**src/rtl/demux_1to4_stream.sv**
```systemverilog
// demux_1to4_stream: registered 1-to-4 valid/ready demultiplexer.
// One input stream is routed per beat (in_sel) into one of four independent
// 2-entry channel buffers, so a stalled consumer only blocks its own channel.
// Each channel also keeps a saturating count of beats delivered downstream.
module demux_1to4_stream #(
   parameter int WIDTH = 8,
   parameter int CNT_W = 16
) (
   input  logic                 clk,
   input  logic                 rst_n,
   input  logic                 in_valid,
   output logic                 in_ready,
   input  logic [WIDTH-1:0]     in_data,
   input  logic [1:0]           in_sel,
   output logic [3:0]           out_valid,
   input  logic [3:0]           out_ready,
   output logic [4*WIDTH-1:0]   out_data,
   output logic [4*CNT_W-1:0]   beat_cnt
);

   // Channel occupancy doubles as the channel state.
   localparam logic [1:0] ST_EMPTY = 2'd0;
   localparam logic [1:0] ST_ONE   = 2'd1;
   localparam logic [1:0] ST_FULL  = 2'd2;

   logic [1:0] occ [4];
   logic [3:0] push;
   logic [3:0] pop;

   // Delivered-beat counter step that sticks at all-ones instead of wrapping.
   function automatic logic [CNT_W-1:0] sat_inc(input logic [CNT_W-1:0] v);
      if (&v) return v;
      return v + {{(CNT_W-1){1'b0}}, 1'b1};
   endfunction

   // Input backpressure comes only from the selected channel's registered
   // occupancy, never from out_ready, so there is no combinational path
   // from consumers back to the producer.
   always_comb begin
      in_ready = (occ[in_sel] != ST_FULL);
   end

   for (genvar ch = 0; ch < 4; ch++) begin : g_ch
      logic [1:0]       cnt;
      logic             wp;
      logic             rp;
      logic [WIDTH-1:0] mem [2];
      logic [CNT_W-1:0] bcnt;

      assign occ[ch]                       = cnt;
      assign push[ch]                      = in_valid && in_ready && (in_sel == 2'(ch));
      assign pop[ch]                       = out_valid[ch] && out_ready[ch];
      assign out_valid[ch]                 = (cnt != ST_EMPTY);
      assign out_data[ch*WIDTH +: WIDTH]   = mem[rp];
      assign beat_cnt[ch*CNT_W +: CNT_W]   = bcnt;

      // Per-channel FIFO storage, pointers, occupancy and delivered-beat count.
      always_ff @(posedge clk) begin
         if (!rst_n) begin
            cnt    <= ST_EMPTY;
            wp     <= 1'b0;
            rp     <= 1'b0;
            bcnt   <= '0;
            mem[0] <= '0;
            mem[1] <= '0;
         end else begin
            if (push[ch]) begin
               mem[wp] <= in_data;
               wp      <= ~wp;
            end
            if (pop[ch]) begin
               rp   <= ~rp;
               bcnt <= sat_inc(bcnt);
            end
            // Push+pop together only happens in ST_ONE and leaves it unchanged.
            case ({push[ch], pop[ch]})
               2'b10:   cnt <= (cnt == ST_EMPTY) ? ST_ONE : ST_FULL;
               2'b01:   cnt <= (cnt == ST_FULL)  ? ST_ONE : ST_EMPTY;
               default: cnt <= cnt;
            endcase
         end
      end
   end

endmodule

```
**config.mk**
```make
export PLATFORM = sky130hd
export DESIGN_NAME = demux_1to4_stream
export DESIGN_NICKNAME = d
export VERILOG_FILES = /design/src/rtl/demux_1to4_stream.sv
export SDC_FILE = /design/constraint.sdc
export NUM_CORES = 1
export LEC_CHECK = 0
export CAP_MARGIN = 20
export CORE_MARGIN = 10
export CORE_UTILIZATION = 53
export CTS_CLUSTER_DIAMETER = 30
export DETAILED_ROUTE_END_ITERATION = 8
export PLACE_DENSITY = 0.89
export SLEW_MARGIN = 20
export SYNTH_ARGS = -nofsm -noshare
export SYNTH_HDL_FRONTEND = slang
export SYNTH_SLANG_ARGS = --single-unit
export TNS_END_PERCENT = 1
```
**constraint.sdc**
```tcl
create_clock -name clk -period 2.4 [get_ports clk]
set_input_delay 0.48 -clock clk [delete_from_list [all_inputs] [get_ports clk]]
set_output_delay 0.48 -clock clk [all_outputs]
set_load 0.1 [all_outputs]
```
==> results.toml <==
[outcome]
outcome = "finished, final reports clean"

[power]
p_leak_uw = 0.00351
power_density_mw_per_mm2 = 733
ir_drop_uv = 450

[routing]
drtIter0Drc = 358
viasPerCell = 5.57
drc_errors = 0
avgRoutedWirePerCell_um = 17.2
routed_wl_um = 16700
vias = 5403
ant_nets = 0
firstDrtPassIters = 5

[critical_path]
cp-start-kind = "input port"
path_buf_inv = 2
r2r_slack_ns = 0.35
crit_fanout = 3
worst_ep_required_time_ns = 1.92
crit_path_end_kind = "output pin"
critPathTopFamily = "buffers and inverters"
max_stage_delay_ns = 0.52
crit_arrival_ns = 1.80
setup.worst_path.class = "in -> out"
slowest_stage = "clkdlybuf4s50_1"
path_cells = "clkdlybuf4s50_1 -> mux2_2 -> mux2i_2 -> buf_12"

[grt]
grt_max_degree = 59
antenna_found_initial = 1
gr-usage-all-layers_pct = 18.7
grt_pass1_wl_um = 27100
grt_overflow = 0
grt_pass1_vias = 5392

[logic_synthesis]
syn_inst = 653
synth_top_cell_area_share_pct = 28.3
synth_top_cell_by_area = "edfxtp_1"
synth_area_leaders = "edfxtp_1, dfxtp_1, mux2_2"
synth_cell_types = 49
synth_edf_count = 64
syn_area_mm2 = 0.00679
yosys_warnings = 0
syn_nets = 678
syn_area_per_cell_um2 = 10.4
yosysSeqAreaShare_pct = 53.1
ys.flop_type = "dfxtp_1"
synthArstFlopShare_pct = 0
synth_seq_cells = 148

[clocking]
clk_latency_ns = 0.42
cts_max_path_buffers = 2
ctsHoldBuffers = 0
cts_sinks = 148
cts_tree = "yes"
cts_root_buf = "clkbuf_16"
cts.repair.resized = 0
h-tree-depth = 4
clk_pin_slew_ns = 0.06
cts_made_buffers = 17
cts_setup_buffers = 0

[final_layout]
layout-drive-gt1-share_pct = 25.5
num-fill-cells = 944
final_cell_count_no_fill = 970
num-nets-final = 809
syn2layout_area_growth_pct = 26.2

[floorplanning]
num_rows = 41
die_h_um = 133
ios = 118
die-area_mm2 = 0.0177
die_w_um = 133
start_util_pct = 54.0
core_mm2 = 0.0126

[min_path]
hold_class = "reg -> reg"

[sta]
min_period_ns = 2.28
setup_tns_ns = 0
worst_pin_slew_ns = 0.601
fmax_mhz = 439
fin_crit_sh_pct = 94.9
setup_viol = 0
hold_violations = 0
rsz0062_at_grt = "no"
fin_hold_ws_ns = 0.510
skew_ns = 0.00772
drv_slew = 0
slew-limit-headroom_pct = 59.6

[place]
gp_congestion = 0.919
dpl.hpwl_um = 12200
place_inst = 937
io_buffers = 117

[flow_run]
maxCapViolations = 0
[cell usage in the layout (no fill, tap or decap), types with 2 or more instances in the layout]
cell | Yosys | layout
buf_4 | 0 | 118
dfxtp_1 | 84 | 84
nor2_1 | 75 | 75
edfxtp_1 | 64 | 64
and2_1 | 43 | 43
nand2_1 | 33 | 33
mux2_2 | 33 | 33
and3_1 | 32 | 32
xnor2_1 | 29 | 29
nand3_1 | 28 | 28
nor3_1 | 23 | 23
a21oi_1 | 22 | 22
xor2_1 | 21 | 21
o21ai_0 | 19 | 19
nand4_1 | 18 | 18
clkbuf_16 | 0 | 17
clkdlybuf4s50_1 | 0 | 16
inv_1 | 15 | 14
a211oi_1 | 10 | 10
nor4_1 | 9 | 9
ha_1 | 8 | 8
a31oi_1 | 6 | 6
mux2i_1 | 7 | 6
or3_1 | 6 | 6
clkinvlp_4 | 0 | 6
nand2b_1 | 5 | 5
or2_2 | 5 | 5
nor4b_1 | 4 | 4
o21ai_2 | 3 | 3
and4_1 | 3 | 3
clkinv_4 | 0 | 3
nor2b_1 | 2 | 2
or4_4 | 2 | 2
nor3b_1 | 2 | 2
o211a_1 | 2 | 2
clkinv_2 | 0 | 2
buf_12 | 0 | 2
[cells in the mapped netlist, types with 5 or more instances]
cell / count
mux2_2: 33
a21oi_1: 22
inv_1: 15
xnor2_1: 29
nor3_1: 23
or2_2: 5
and3_1: 32
nand3_1: 28
o21ai_0: 19
or3_1: 6
and2_1: 43
ha_1: 8
nor4_1: 9
nor2_1: 75
edfxtp_1: 64
a211oi_1: 10
a31oi_1: 6
mux2i_1: 7
nand2_1: 33
clkbuf_1: 20
xor2_1: 21
nand2b_1: 5
dfxtp_1: 84
nand4_1: 18
[layer usage]
layer / routed length (um) / track usage (%) / up-vias
met5: 0 / 0 / -
met4: 356 / 6.95 / 0
met3: 1020 / 5.38 / 30
met2: 8200 / 31.2 / 190
met1: 7130 / 22.5 / 2577
li1: - / - / 2606
[cell type report]
cell class              instances  area [um^2]  area share, %
flip-flops and latches        148         3600           42.1
multi-input cells             466         3040           35.5
repair buffers                136         1090           12.7
clock buffers                  17          425           4.97
well taps                     172          215           2.51
clock inverters                15          135           1.58
inverters                      15         56.3          0.658
diodes                          1         2.50         0.0292
[through the flow]
step           cell area [um^2]  total power [uW]  utilization (%)  setup slack, ns
6_report                   8560              6270             68.1            0.122
3_3_place_gp               8000              3820             63.7            0.119
3_5_place_dp               8000              3840             63.7           0.0467
5_1_grt                    8560              6450             68.1           0.0809
4_1_cts                    8560              6310             68.1            0.120
2_1_floorplan              6790              3590                -           -0.156
[registers in the layout (all words and copies together) (netlist names), named ones only]
name / cells
g_ch.cnt: 8
g_ch.rp: 4
g_ch.mem: 64
g_ch.bcnt: 64
g_ch.wp: 4
[report_power, final]
group / leakage [uW] / internal, uW / switching (uW) / total [uW]
Sequential: 0.00134 / 2710 / 75.4 / 2790
Clock: 0.000257 / 1430 / 1060 / 2490
Combinational: 0.00191 / 256 / 742 / 998
[worst reg2reg max path, cell delays in order, from the launching register on]
cell	delay [ns]
dfxtp_1	0.41
ha_1	0.20
nand3_1	0.28
o41ai_4	0.70
nor3_1	0.12
xnor2_1	0.17
nor2_1	0.07
[logic make-up (layout without fill, tap and decap cells)]
family          after synthesis  after routing  synth area share, %
other cells                   0              1                    0
compound gates               70             70                 6.71
xor+xnor                     50             50                 6.45
buf+inv                      39            183                 2.19
flops                       148            148                 53.1
mux                          40             40                 6.51
fa+ha+maj                     8              8                 1.47
simple gates                298            298                 23.6
[worst paths after layout]
| path | depth (start not counted) | startpoint | endpoint |
|---|---|---|---|
| setup / recovery | 4 | in_sel[1] | in_ready |
| setup reg to reg | 6 | g_ch[3].bcnt[0]$_SDFFE_PN0P_ | g_ch[3].bcnt[7]$_SDFFE_PN0P_ |
| hold reg to reg | 2 | g_ch[0].bcnt[8]$_SDFFE_PN0P_ | g_ch[0].bcnt[8]$_SDFFE_PN0P_ |
| hold / removal | 2 | g_ch[0].bcnt[8]$_SDFFE_PN0P_ | g_ch[0].bcnt[8]$_SDFFE_PN0P_ |
Power figures use the tool's default switching activity.
